File: src/rtl/mult_share_pkg.sv
// Shared types and widths for the shared-multiplier arbiter.
//   OP_W / PROD_W  : operand and product widths
//   arb_state_t    : arbiter controller states
//   mult_state_t   : state encoding of multiplicador_4bits (fsm_state_o),
//                    defined once here and used by both the multiplier and
//                    the arbiter that watches it
package mult_share_pkg;

   localparam int OP_W   = 4;
   localparam int PROD_W = 8;

   typedef enum logic [2:0] {
      ARB_IDLE  = 3'd0,
      ARB_START = 3'd1,
      ARB_WAIT  = 3'd2,
      ARB_RESP  = 3'd3,
      ARB_CLEAR = 3'd4
   } arb_state_t;

   typedef enum logic [2:0] {
      MULT_IDLE  = 3'd0,
      MULT_BIT_0 = 3'd1,
      MULT_BIT_1 = 3'd2,
      MULT_BIT_2 = 3'd3,
      MULT_BIT_3 = 3'd4,
      MULT_END   = 3'd5
   } mult_state_t;

endpackage

File: src/rtl/multiplicador_4bits.sv
// Shift-add 4x4 unsigned multiplier, one operand bit per cycle.
// Ports:
//   clk_i        clock
//   rst_i        asynchronous active-low reset (also used as a job clear)
//   en_i         start pulse; operands are latched on it
//   A_i, B_i     4-bit operands
//   Y_o          8-bit product, valid once fsm_state_o == MULT_END
//   fsm_state_o  current state; MULT_END is sticky until reset
module multiplicador_4bits
   import mult_share_pkg::*;
(
   input  logic              clk_i,
   input  logic              rst_i,
   input  logic              en_i,
   input  logic [OP_W-1:0]   A_i,
   input  logic [OP_W-1:0]   B_i,
   output logic [PROD_W-1:0] Y_o,
   output logic [2:0]        fsm_state_o
);

   mult_state_t         r_state;
   logic [OP_W-1:0]     r_a;
   logic [OP_W-1:0]     r_b;
   logic [PROD_W-1:0]   r_acc;
   logic [PROD_W-1:0]   w_a_ext;

   assign w_a_ext = PROD_W'(r_a);

   always_ff @(posedge clk_i or negedge rst_i) begin
      if (!rst_i) begin
         r_state <= MULT_IDLE;
         r_a     <= '0;
         r_b     <= '0;
         r_acc   <= '0;
      end else begin
         case (r_state)
            MULT_IDLE: begin
               if (en_i) begin
                  r_a     <= A_i;
                  r_b     <= B_i;
                  r_acc   <= '0;
                  r_state <= MULT_BIT_0;
               end
            end
            MULT_BIT_0: begin
               if (r_b[0]) r_acc <= r_acc + w_a_ext;
               r_state <= MULT_BIT_1;
            end
            MULT_BIT_1: begin
               if (r_b[1]) r_acc <= r_acc + (w_a_ext << 1);
               r_state <= MULT_BIT_2;
            end
            MULT_BIT_2: begin
               if (r_b[2]) r_acc <= r_acc + (w_a_ext << 2);
               r_state <= MULT_BIT_3;
            end
            MULT_BIT_3: begin
               if (r_b[3]) r_acc <= r_acc + (w_a_ext << 3);
               r_state <= MULT_END;
            end
            MULT_END: r_state <= MULT_END;
            default:  r_state <= MULT_IDLE;
         endcase
      end
   end

   assign Y_o         = r_acc;
   assign fsm_state_o = r_state;

endmodule

File: src/rtl/mult_share_arbiter.sv
// Round-robin scheduler sharing one multiplicador_4bits between N_REQ
// requesters over valid/ready request and response channels.
// Ports:
//   clk_i, rst_i   clock, asynchronous active-low reset
//   req_valid_i    per-requester request
//   req_a_i/b_i    packed 4-bit operands, requester k at [4k+3:4k]
//   req_ready_o    one-hot accept (combinational, only in ARB_IDLE)
//   rsp_valid_o    one-hot response valid for the served requester
//   rsp_ready_i    per-requester response accept
//   rsp_y_o        product being returned
//   grant_idx_o    index of the requester currently owned
//   busy_o         high outside ARB_IDLE
//
// state     | meaning
// ARB_IDLE  | pick next requester round-robin, accept its operands
// ARB_START | one-cycle en_i pulse into the multiplier
// ARB_WAIT  | wait for MULT_END, capture product
// ARB_RESP  | hold response until the granted requester takes it
// ARB_CLEAR | one-cycle local reset of the multiplier
module mult_share_arbiter
   import mult_share_pkg::*;
#(
   parameter int N_REQ = 4,
   parameter int IDX_W = $clog2(N_REQ)
)(
   input  logic                  clk_i,
   input  logic                  rst_i,
   input  logic [N_REQ-1:0]      req_valid_i,
   input  logic [OP_W*N_REQ-1:0] req_a_i,
   input  logic [OP_W*N_REQ-1:0] req_b_i,
   output logic [N_REQ-1:0]      req_ready_o,
   output logic [N_REQ-1:0]      rsp_valid_o,
   input  logic [N_REQ-1:0]      rsp_ready_i,
   output logic [PROD_W-1:0]     rsp_y_o,
   output logic [IDX_W-1:0]      grant_idx_o,
   output logic                  busy_o
);

   arb_state_t          r_state;
   logic [IDX_W-1:0]    r_last_idx;
   logic [IDX_W-1:0]    r_grant_idx;
   logic [OP_W-1:0]     r_a;
   logic [OP_W-1:0]     r_b;
   logic                r_mult_en;
   logic                r_clr_n;
   logic                r_rsp_valid;
   logic                r_busy;
   logic [PROD_W-1:0]   r_rsp_y;

   logic [OP_W-1:0]     w_a_arr [N_REQ];
   logic [OP_W-1:0]     w_b_arr [N_REQ];
   logic                w_pick_valid;
   logic [IDX_W-1:0]    w_pick_idx;
   logic                w_accept;
   logic                w_mult_rst_n;
   logic [PROD_W-1:0]   w_mult_y;
   logic [2:0]          w_mult_state;

   for (genvar g = 0; g < N_REQ; g++) begin : g_unpack
      assign w_a_arr[g] = req_a_i[g*OP_W +: OP_W];
      assign w_b_arr[g] = req_b_i[g*OP_W +: OP_W];
   end

   // Search starts just after the last served requester so every
   // requester is reached within N_REQ jobs.
   always_comb begin
      int               cand;
      logic [IDX_W-1:0] cand_idx;
      w_pick_valid = 1'b0;
      w_pick_idx   = '0;
      cand         = 0;
      cand_idx     = '0;
      for (int i = 1; i <= N_REQ; i++) begin
         cand = int'(r_last_idx) + i;
         if (cand >= N_REQ) cand = cand - N_REQ;
         cand_idx = IDX_W'(cand);
         if (!w_pick_valid && req_valid_i[cand_idx]) begin
            w_pick_valid = 1'b1;
            w_pick_idx   = cand_idx;
         end
      end
   end

   assign w_accept    = (r_state == ARB_IDLE) && w_pick_valid;
   assign req_ready_o = w_accept ? (N_REQ'(1) << w_pick_idx) : '0;
   assign rsp_valid_o = r_rsp_valid ? (N_REQ'(1) << r_grant_idx) : '0;
   assign rsp_y_o     = r_rsp_y;
   assign grant_idx_o = r_grant_idx;
   assign busy_o      = r_busy;

   // The multiplier's END state is sticky; the local clear returns it to
   // idle with a zeroed accumulator before the next job.
   assign w_mult_rst_n = rst_i & r_clr_n;

   always_ff @(posedge clk_i or negedge rst_i) begin
      if (!rst_i) begin
         r_state     <= ARB_IDLE;
         r_last_idx  <= IDX_W'(N_REQ - 1);
         r_grant_idx <= '0;
         r_a         <= '0;
         r_b         <= '0;
         r_mult_en   <= 1'b0;
         r_clr_n     <= 1'b1;
         r_rsp_valid <= 1'b0;
         r_busy      <= 1'b0;
         r_rsp_y     <= '0;
      end else begin
         case (r_state)
            ARB_IDLE: begin
               if (w_accept) begin
                  r_a         <= w_a_arr[w_pick_idx];
                  r_b         <= w_b_arr[w_pick_idx];
                  r_grant_idx <= w_pick_idx;
                  r_mult_en   <= 1'b1;
                  r_busy      <= 1'b1;
                  r_state     <= ARB_START;
               end
            end
            ARB_START: begin
               r_mult_en <= 1'b0;
               r_state   <= ARB_WAIT;
            end
            ARB_WAIT: begin
               if (w_mult_state == MULT_END) begin
                  r_rsp_y     <= w_mult_y;
                  r_rsp_valid <= 1'b1;
                  r_state     <= ARB_RESP;
               end
            end
            ARB_RESP: begin
               if (rsp_ready_i[r_grant_idx]) begin
                  r_rsp_valid <= 1'b0;
                  r_last_idx  <= r_grant_idx;
                  r_clr_n     <= 1'b0;
                  r_state     <= ARB_CLEAR;
               end
            end
            ARB_CLEAR: begin
               r_clr_n <= 1'b1;
               r_busy  <= 1'b0;
               r_state <= ARB_IDLE;
            end
            default: begin
               r_mult_en   <= 1'b0;
               r_clr_n     <= 1'b1;
               r_rsp_valid <= 1'b0;
               r_busy      <= 1'b0;
               r_state     <= ARB_IDLE;
            end
         endcase
      end
   end

   multiplicador_4bits u_mult (
      .clk_i       (clk_i),
      .rst_i       (w_mult_rst_n),
      .en_i        (r_mult_en),
      .A_i         (r_a),
      .B_i         (r_b),
      .Y_o         (w_mult_y),
      .fsm_state_o (w_mult_state)
   );

endmodule

File: config.mk
export PLATFORM = sky130hd
export DESIGN_NAME = mult_share_arbiter
export DESIGN_NICKNAME = d
export VERILOG_FILES = /design/src/rtl/mult_share_pkg.sv /design/src/rtl/multiplicador_4bits.sv /design/src/rtl/mult_share_arbiter.sv
export SDC_FILE = /design/constraint.sdc
export NUM_CORES = 1
export LEC_CHECK = 0
export ABC_AREA = 1
export CAP_MARGIN = 10
export CORE_ASPECT_RATIO = 0.6
export CORE_UTILIZATION = 32
export DETAILED_ROUTE_END_ITERATION = 16
export PLACE_DENSITY = 0.64
export SKIP_LAST_GASP = 1
export SLEW_MARGIN = 0
export SYNTH_ARGS = -nofsm -noshare
export SYNTH_HDL_FRONTEND = slang
export SYNTH_SLANG_ARGS = --single-unit
File: constraint.sdc
create_clock -name clk_i -period 2.2 [get_ports clk_i]
set_input_delay 0.55 -clock clk_i [delete_from_list [all_inputs] [get_ports clk_i]]
set_output_delay 0.55 -clock clk_i [all_outputs]
set_load 0.005 [all_outputs]
==> flow_summary.json, run 1 <==
{
  "insertion_delay_ps": 290,
  "syn_to_final_growth_pct": 42.78,
  "dp_cells": 734,
  "cp_slowest_stage_delay_ps": 590,
  "hold_viol": 0,
  "synth-edff-count": 0,
  "period_share_pct": 119.0,
  "r2r_cells": 11,
  "start_util_pct": 32.96,
  "dp_hpwl_um": 7654,
  "grt-ovfl-total": 0,
  "drt-total-wl_um": 10210,
  "syn_nets": 573,
  "drv_slew": 0,
  "syn_area_sq_um": 3492,
  "sequentialPowerShare_pct": 19.7,
  "startpoint_type": "flip-flop",
  "switching_share_pct": 47.58,
  "via_per_inst": 4.922,
  "numCtsBuffers": 5,
  "syn_avg_cell_area_sq_um": 6.834,
  "track_usage_pct": 18.99,
  "drive_above_1_share_pct": 20.45,
  "clkPwrFrac_pct": 12.8,
  "crit_type": "flip-flop to output pin",
  "slew_headroom_pct": 62.30,
  "dr.pass1.iters": 7,
  "ys_types": 39,
  "portBuffers": 60,
  "yosysWarnings": 0,
  "antenna_cells": 0,
  "drv_cap": 0,
  "path_cells": "buf_12 -> inv_12 -> nand2_4 -> nand2_4 -> nand2_2 -> nand2_4 -> nor3_4 -> nand2_1 -> nand3_4 -> nor2_4 -> buf_2",
  "io_pins": 61,
  "synthTopCellsByArea": "dfrtp_1, nand2_1, inv_1",
  "clkTransAtPathRegs_ps": 60,
  "async_flop_share_pct": 100.0,
  "grt_max_degree": 23,
  "p_switching_mw": 3.729,
  "worstPathArrival_ps": 2070,
  "grt_pass1_wl_um": 17130,
  "antenna_found_initial": 0,
  "cts_max_level": 2,
  "mostFrequentLayoutCells": "nand2_1, inv_1, clkdlybuf4s50_1",
  "fp-row-count": 29,
  "cts.sinks": 46,
  "reg2reg_setup_slack_ps": 60,
  "p_per_area_nw_per_um2": 1572,
  "violations": "negative setup slack",
  "preCtsSetupSlack_ps": -844.7,
  "slowest_stage": "dfstp_2",
  "pwr-share-comb_pct": 67.5,
  "crit_end": "req_ready_o[0]",
  "cts_tree": "yes",
  "finalWorstPathRequiredPeriod_ps": 2617,
  "p_leak_nw": 2.614,
  "final_antenna_net_count": 0,
  "path_buf_inv": 3,
  "fin_cells": 755,
  "cts-root-buf": "clkbuf_16",
  "ctsHoldBuffers": 0,
  "critPathTopFamily": "simple AND/OR/NAND/NOR gates",
  "fmax_mhz": 382.1,
  "die_y_um": 82.92,
  "drt_iter0_markers": 260,
  "synth-main-ff-cell": "dfrtp_1",
  "routabilityCongestion": 0.9279,
  "power_mw": 7.836,
  "rsz0062_at_grt": "true",
  "layout_commonest_cell": "nand2_1",
  "crit_required_ps": 1650,
  "cts_buffer_depth": 2,
  "final-setup-viol-count": 4,
  "synth_top_area_cell": "dfrtp_1",
  "vias": 3716,
  "skew_ps": 3.040,
  "grt_pass1_vias": 3586,
  "synthCells": 511,
  "worst-path-stages": 11,
  "ir_drop_v": 0.0005928,
  "die_w_um": 136.9,
  "drc": 0,
  "nNetsFinal": 677,
  "r2r_end": "u_mult.Y_o[6]",
  "fp.dieArea_sq_um": 11350,
  "crit_path_start": "r_last_idx[0]",
  "crit_path_end_kind": "output pin",
  "avgRoutedWirePerCell_um": 13.52,
  "synth_seq_cells": 46,
  "critPathMostFrequentCell": "nand2_4",
  "synth_seq_area_share_pct": 33.07,
  "internal-power_mw": 4.107,
  "worstMarginPinSlew_ps": 561.2,
  "crit_fanout": 8,
  "status": "complete, but fails checks",
  "reg2reg_from": "u_mult.r_a[0]",
  "min_path_type": "flip-flop to flip-flop",
  "coreArea_sq_um": 10600,
  "synth.top_cell.area_share_pct": 30.81,
  "setup_ws_ps": -417.3
}
==> tightest hold or removal path, cell delays in order, from the launching register on <==
cell     delay (ps)
dfrtp_1         340
nand2_1          50
nand2_1          50
==> power by group through the flow <==
stage          clock network [mW]  logic [mW]  registers [mW]
4_1_cts                      1.03        5.01            1.53
6_report                     1.00        5.29            1.54
3_5_place_dp                    0        4.43            1.56
3_3_place_gp                    0        4.30            1.55
2_1_floorplan                   0        3.00            1.44
5_1_grt                      1.05        5.93            1.60
==> how the worst min path moves through the flow <==
stage / end / startpoint / slack (ps) / cells after the start
after CTS: r_b[1] / r_b[1] / 490 / 2
after floorplan: busy_o / rst_i / 250 / 0
after global routing: r_b[1] / r_b[1] / 510 / 2
after global placement: rsp_y_o[4] / rsp_y_o[4] / 470 / 2
after detailed placement: r_b[1] / r_b[1] / 470 / 2
final: r_b[1] / r_b[1] / 480 / 2
==> layout make-up <==
class | instances | area (sq um)
well taps | 139 | 173.9
inverters | 86 | 340.3
multi-input cells | 366 | 2136
fillers | 1035 | 5609
flip-flops and latches | 46 | 1159
repair buffers | 110 | 978.4
clock inverters | 2 | 60.06
clock buffers | 6 | 138.9
==> sequential cells by signal, indices dropped and copies added, names as in the netlist <==
name,count
grant_idx_o,2
u_mult.fsm_state_o,3
r_state,3
r_b,4
rsp_y_o,8
r_mult_en,1
r_rsp_valid,1
r_clr_n,1
busy_o,1
r_last_idx,2
u_mult.r_b,4
r_a,4
u_mult.r_a,4
u_mult.Y_o,8
==> cell families after synthesis <==
group | after synthesis | synth area share, %
xor+xnor | 2 | 0.5017
compound gates | 60 | 9.101
simple gates | 279 | 35.58
mux | 5 | 1.612
buf+inv | 99 | 12.11
flops | 46 | 33.07
fa+ha+maj | 20 | 8.026
==> synthesized netlist by cell type, types with 4 or more instances <==
cell,number
ha_1,16
nand2_1,162
dfrtp_1,43
nand3_1,41
nand2_2,6
o21ai_0,27
o21ai_1,4
nand4_1,20
fa_1,4
a21oi_1,22
nor3_1,7
nor2_1,30
inv_1,82
mux2_2,5
==> stage by stage <==
stage	util (%)	hold slack [ps]	TNS (ps)	cell area, sq um
6_report	47.06	479.5	-1579	4986
5_1_grt	47.06	505.7	-2081	4986
4_1_cts	46.24	485.5	-1472	4900
3_5_place_dp	42.04	466.6	-4827	4454
3_3_place_gp	42.04	465.2	-4521	4454
2_1_floorplan	-	254.4	0	3495
==> layer usage <==
layer	vias to the layer above	global-route usage, %	share of wire (%)
li1	1848	-	-
met1	1724	29.13	51
met2	137	28.10	42
met3	7	2.747	6.5
met4	0	3.696	0.60
met5	-	0	0
==> repair_timing <==
item,CTS,global route
gates resized for setup,66,23
setup buffers,13,2
pin swaps,21,20
setup endpoints to repair,4,19
No activity file was read; power rests on OpenSTA's default activity.
==> inputs of run 2 (changes only) <==
==> constraint.sdc (replaced) <==
create_clock -name clk_i -period 2.2 [get_ports clk_i]
set_input_delay 0.22 -clock clk_i [delete_from_list [all_inputs] [get_ports clk_i]]
set_output_delay 0.22 -clock clk_i [all_outputs]
set_load 0.005 [all_outputs]
==> run 2 against run 1 <==
  * The run still ends with negative setup slack left
  * Clock power about the same
  * Cell area decreased by 0.55%
  * Non-clock buffer count is 4 lower
  * Die area unchanged
  * Worst setup slack improved by 340 ps
  * Critical path type unchanged
  * Largest cell class unchanged
==> flow_summary.json, run 2 (synthesized netlist as in run 1, its figures left out) <==
{
  "preCtsSetupSlack_ps": -262.1,
  "stdcell_area_sq_um": 4959,
  "numCtsBuffers": 5,
  "met2_usage_pct": 29.72,
  "syn_to_final_growth_pct": 41.99,
  "setup_ws_ps": -79.18,
  "clkTransAtPathRegs_ps": 70,
  "cts_max_level": 2,
  "met3_usage_pct": 2.320,
  "crit_required_ps": 1980,
  "drt_iter0_markers": 251,
  "antenna_found_initial": 0,
  "fp-row-count": 29,
  "ir_drop_v": 0.0006604,
  "final.fill_count": 1040,
  "mostFrequentLayoutCells": "nand2_1, inv_1, clkdlybuf4s50_1",
  "status": "complete, but fails checks",
  "routabilityCongestion": 0.9410,
  "p_leak_nw": 2.590,
  "crit_fanout": 6,
  "portBuffers": 60,
  "die_w_um": 136.9,
  "dr.pass1.iters": 5,
  "drc": 0,
  "final-setup-viol-count": 4,
  "cts_buffer_depth": 2,
  "critPathMostFrequentCell": "nand2_4",
  "via_per_inst": 4.907,
  "layout_commonest_cell": "nand2_1",
  "vias": 3690,
  "finalWorstPathRequiredPeriod_ps": 2279,
  "drt-total-wl_um": 10510,
  "slew_headroom_pct": 68.91,
  "nNetsFinal": 674,
  "crit_path_end_kind": "output pin",
  "grt_pass1_vias": 3688,
  "placed_area_sq_um": 4384,
  "grtUsageMet1_pct": 29.07,
  "period_share_pct": 103.6,
  "tns_ps": -275.9,
  "min_path_type": "primary input to asynchronous set/reset pin",
  "final_antenna_net_count": 0,
  "worstPathArrival_ps": 2060,
  "cts.sinks": 46,
  "path_cells": "inv_2 -> nand2_4 -> nand2_4 -> nand2_4 -> nand2_4 -> buf_6 -> nor3_4 -> nand2_2 -> nand3_4 -> nor2_1 -> buf_2",
  "avgRoutedWirePerCell_um": 13.98,
  "path_buf_inv": 3,
  "ctsHoldBuffers": 0,
  "cp_slowest_stage_delay_ps": 610,
  "cts-root-buf": "clkbuf_16",
  "startpoint_type": "flip-flop",
  "power_mw": 7.849,
  "fp.dieArea_sq_um": 11350,
  "grt_max_degree": 23,
  "whs_ps": 194.7,
  "skew_ps": 7.394,
  "insertion_delay_ps": 290,
  "slowest_stage": "dfstp_2",
  "track_usage_pct": 19.30,
  "drv_slew": 0,
  "coreArea_sq_um": 10600,
  "crit_type": "flip-flop to output pin",
  "hold_viol": 0,
  "drv_cap": 0,
  "critPathTopFamily": "simple AND/OR/NAND/NOR gates",
  "drive_above_1_share_pct": 20.55,
  "die_y_um": 82.92,
  "fmax_mhz": 438.8,
  "dp_hpwl_um": 7701,
  "antenna_cells": 0,
  "grt-ovfl-total": 0,
  "io_pins": 61,
  "rsz0062_at_grt": "true",
  "start_util_pct": 32.96,
  "p_per_area_nw_per_um2": 1583,
  "busiest_layer": "met2",
  "cts_tree": "yes",
  "grt_pass1_wl_um": 17500,
  "violations": "negative setup slack",
  "worstMarginPinSlew_ps": 465.2
}
run 2: what timing repair did:
| item | 4_1_cts | 5_1_grt |
|---|---|---|
| endpoints found under the setup margin | 4 | 17 |
| gates resized for setup | 61 | 25 |
| cloned | 1 | 0 |
| pin swaps | 24 | 14 |
| setup buffers | 18 | 2 |
run 2: power breakdown:
| part | internal, mW | switching, mW |
|---|---|---|
| clock network | 0.653 | 0.346 |
| logic | 2.22 | 3.08 |
| registers | 1.21 | 0.350 |
run 2: layout make-up:
type                    count  area [sq um]  share of cell area [%]
inverters                  86         332.8                   6.712
clock buffers               5         125.1                   2.523
repair buffers            106         964.7                   19.45
clock inverters             3         68.82                   1.388
multi-input cells         366          2130                   42.95
repair inverters            1         6.256                  0.1262
well taps                 139         173.9                   3.507
flip-flops and latches     46          1157                   23.34
run 2: metal layers:
metal | up-vias | routed length [um] | part of all wire [%]
li1 | 1841 | - | -
met1 | 1723 | 5382 | 51
met2 | 111 | 4474 | 43
met3 | 15 | 548 | 5.2
met4 | 0 | 109 | 1.0
met5 | - | 0 | 0
run 2: stage by stage:
step	util (%)	cells
3_5_place_dp	41.38	725
6_report	46.80	752
5_1_grt	46.80	752
2_1_floorplan	-	511
3_3_place_gp	41.38	725
4_1_cts	45.90	751
run 2: worst paths after layout:
path	start	to	slack, ps	cells after the start
worst min register to register	rsp_y_o[7]	rsp_y_o[7]	490	2
worst min-delay path	rst_i	rsp_y_o[6]	190	1
worst max-delay path	r_last_idx[1]	req_ready_o[1]	-80	11
min in group clk_i	rsp_y_o[7]	rsp_y_o[7]	490	2
worst max register to register	r_last_idx[1]	r_a[0]	20	14
max in group asynchronous	rst_i	u_mult.Y_o[1]	1320	4
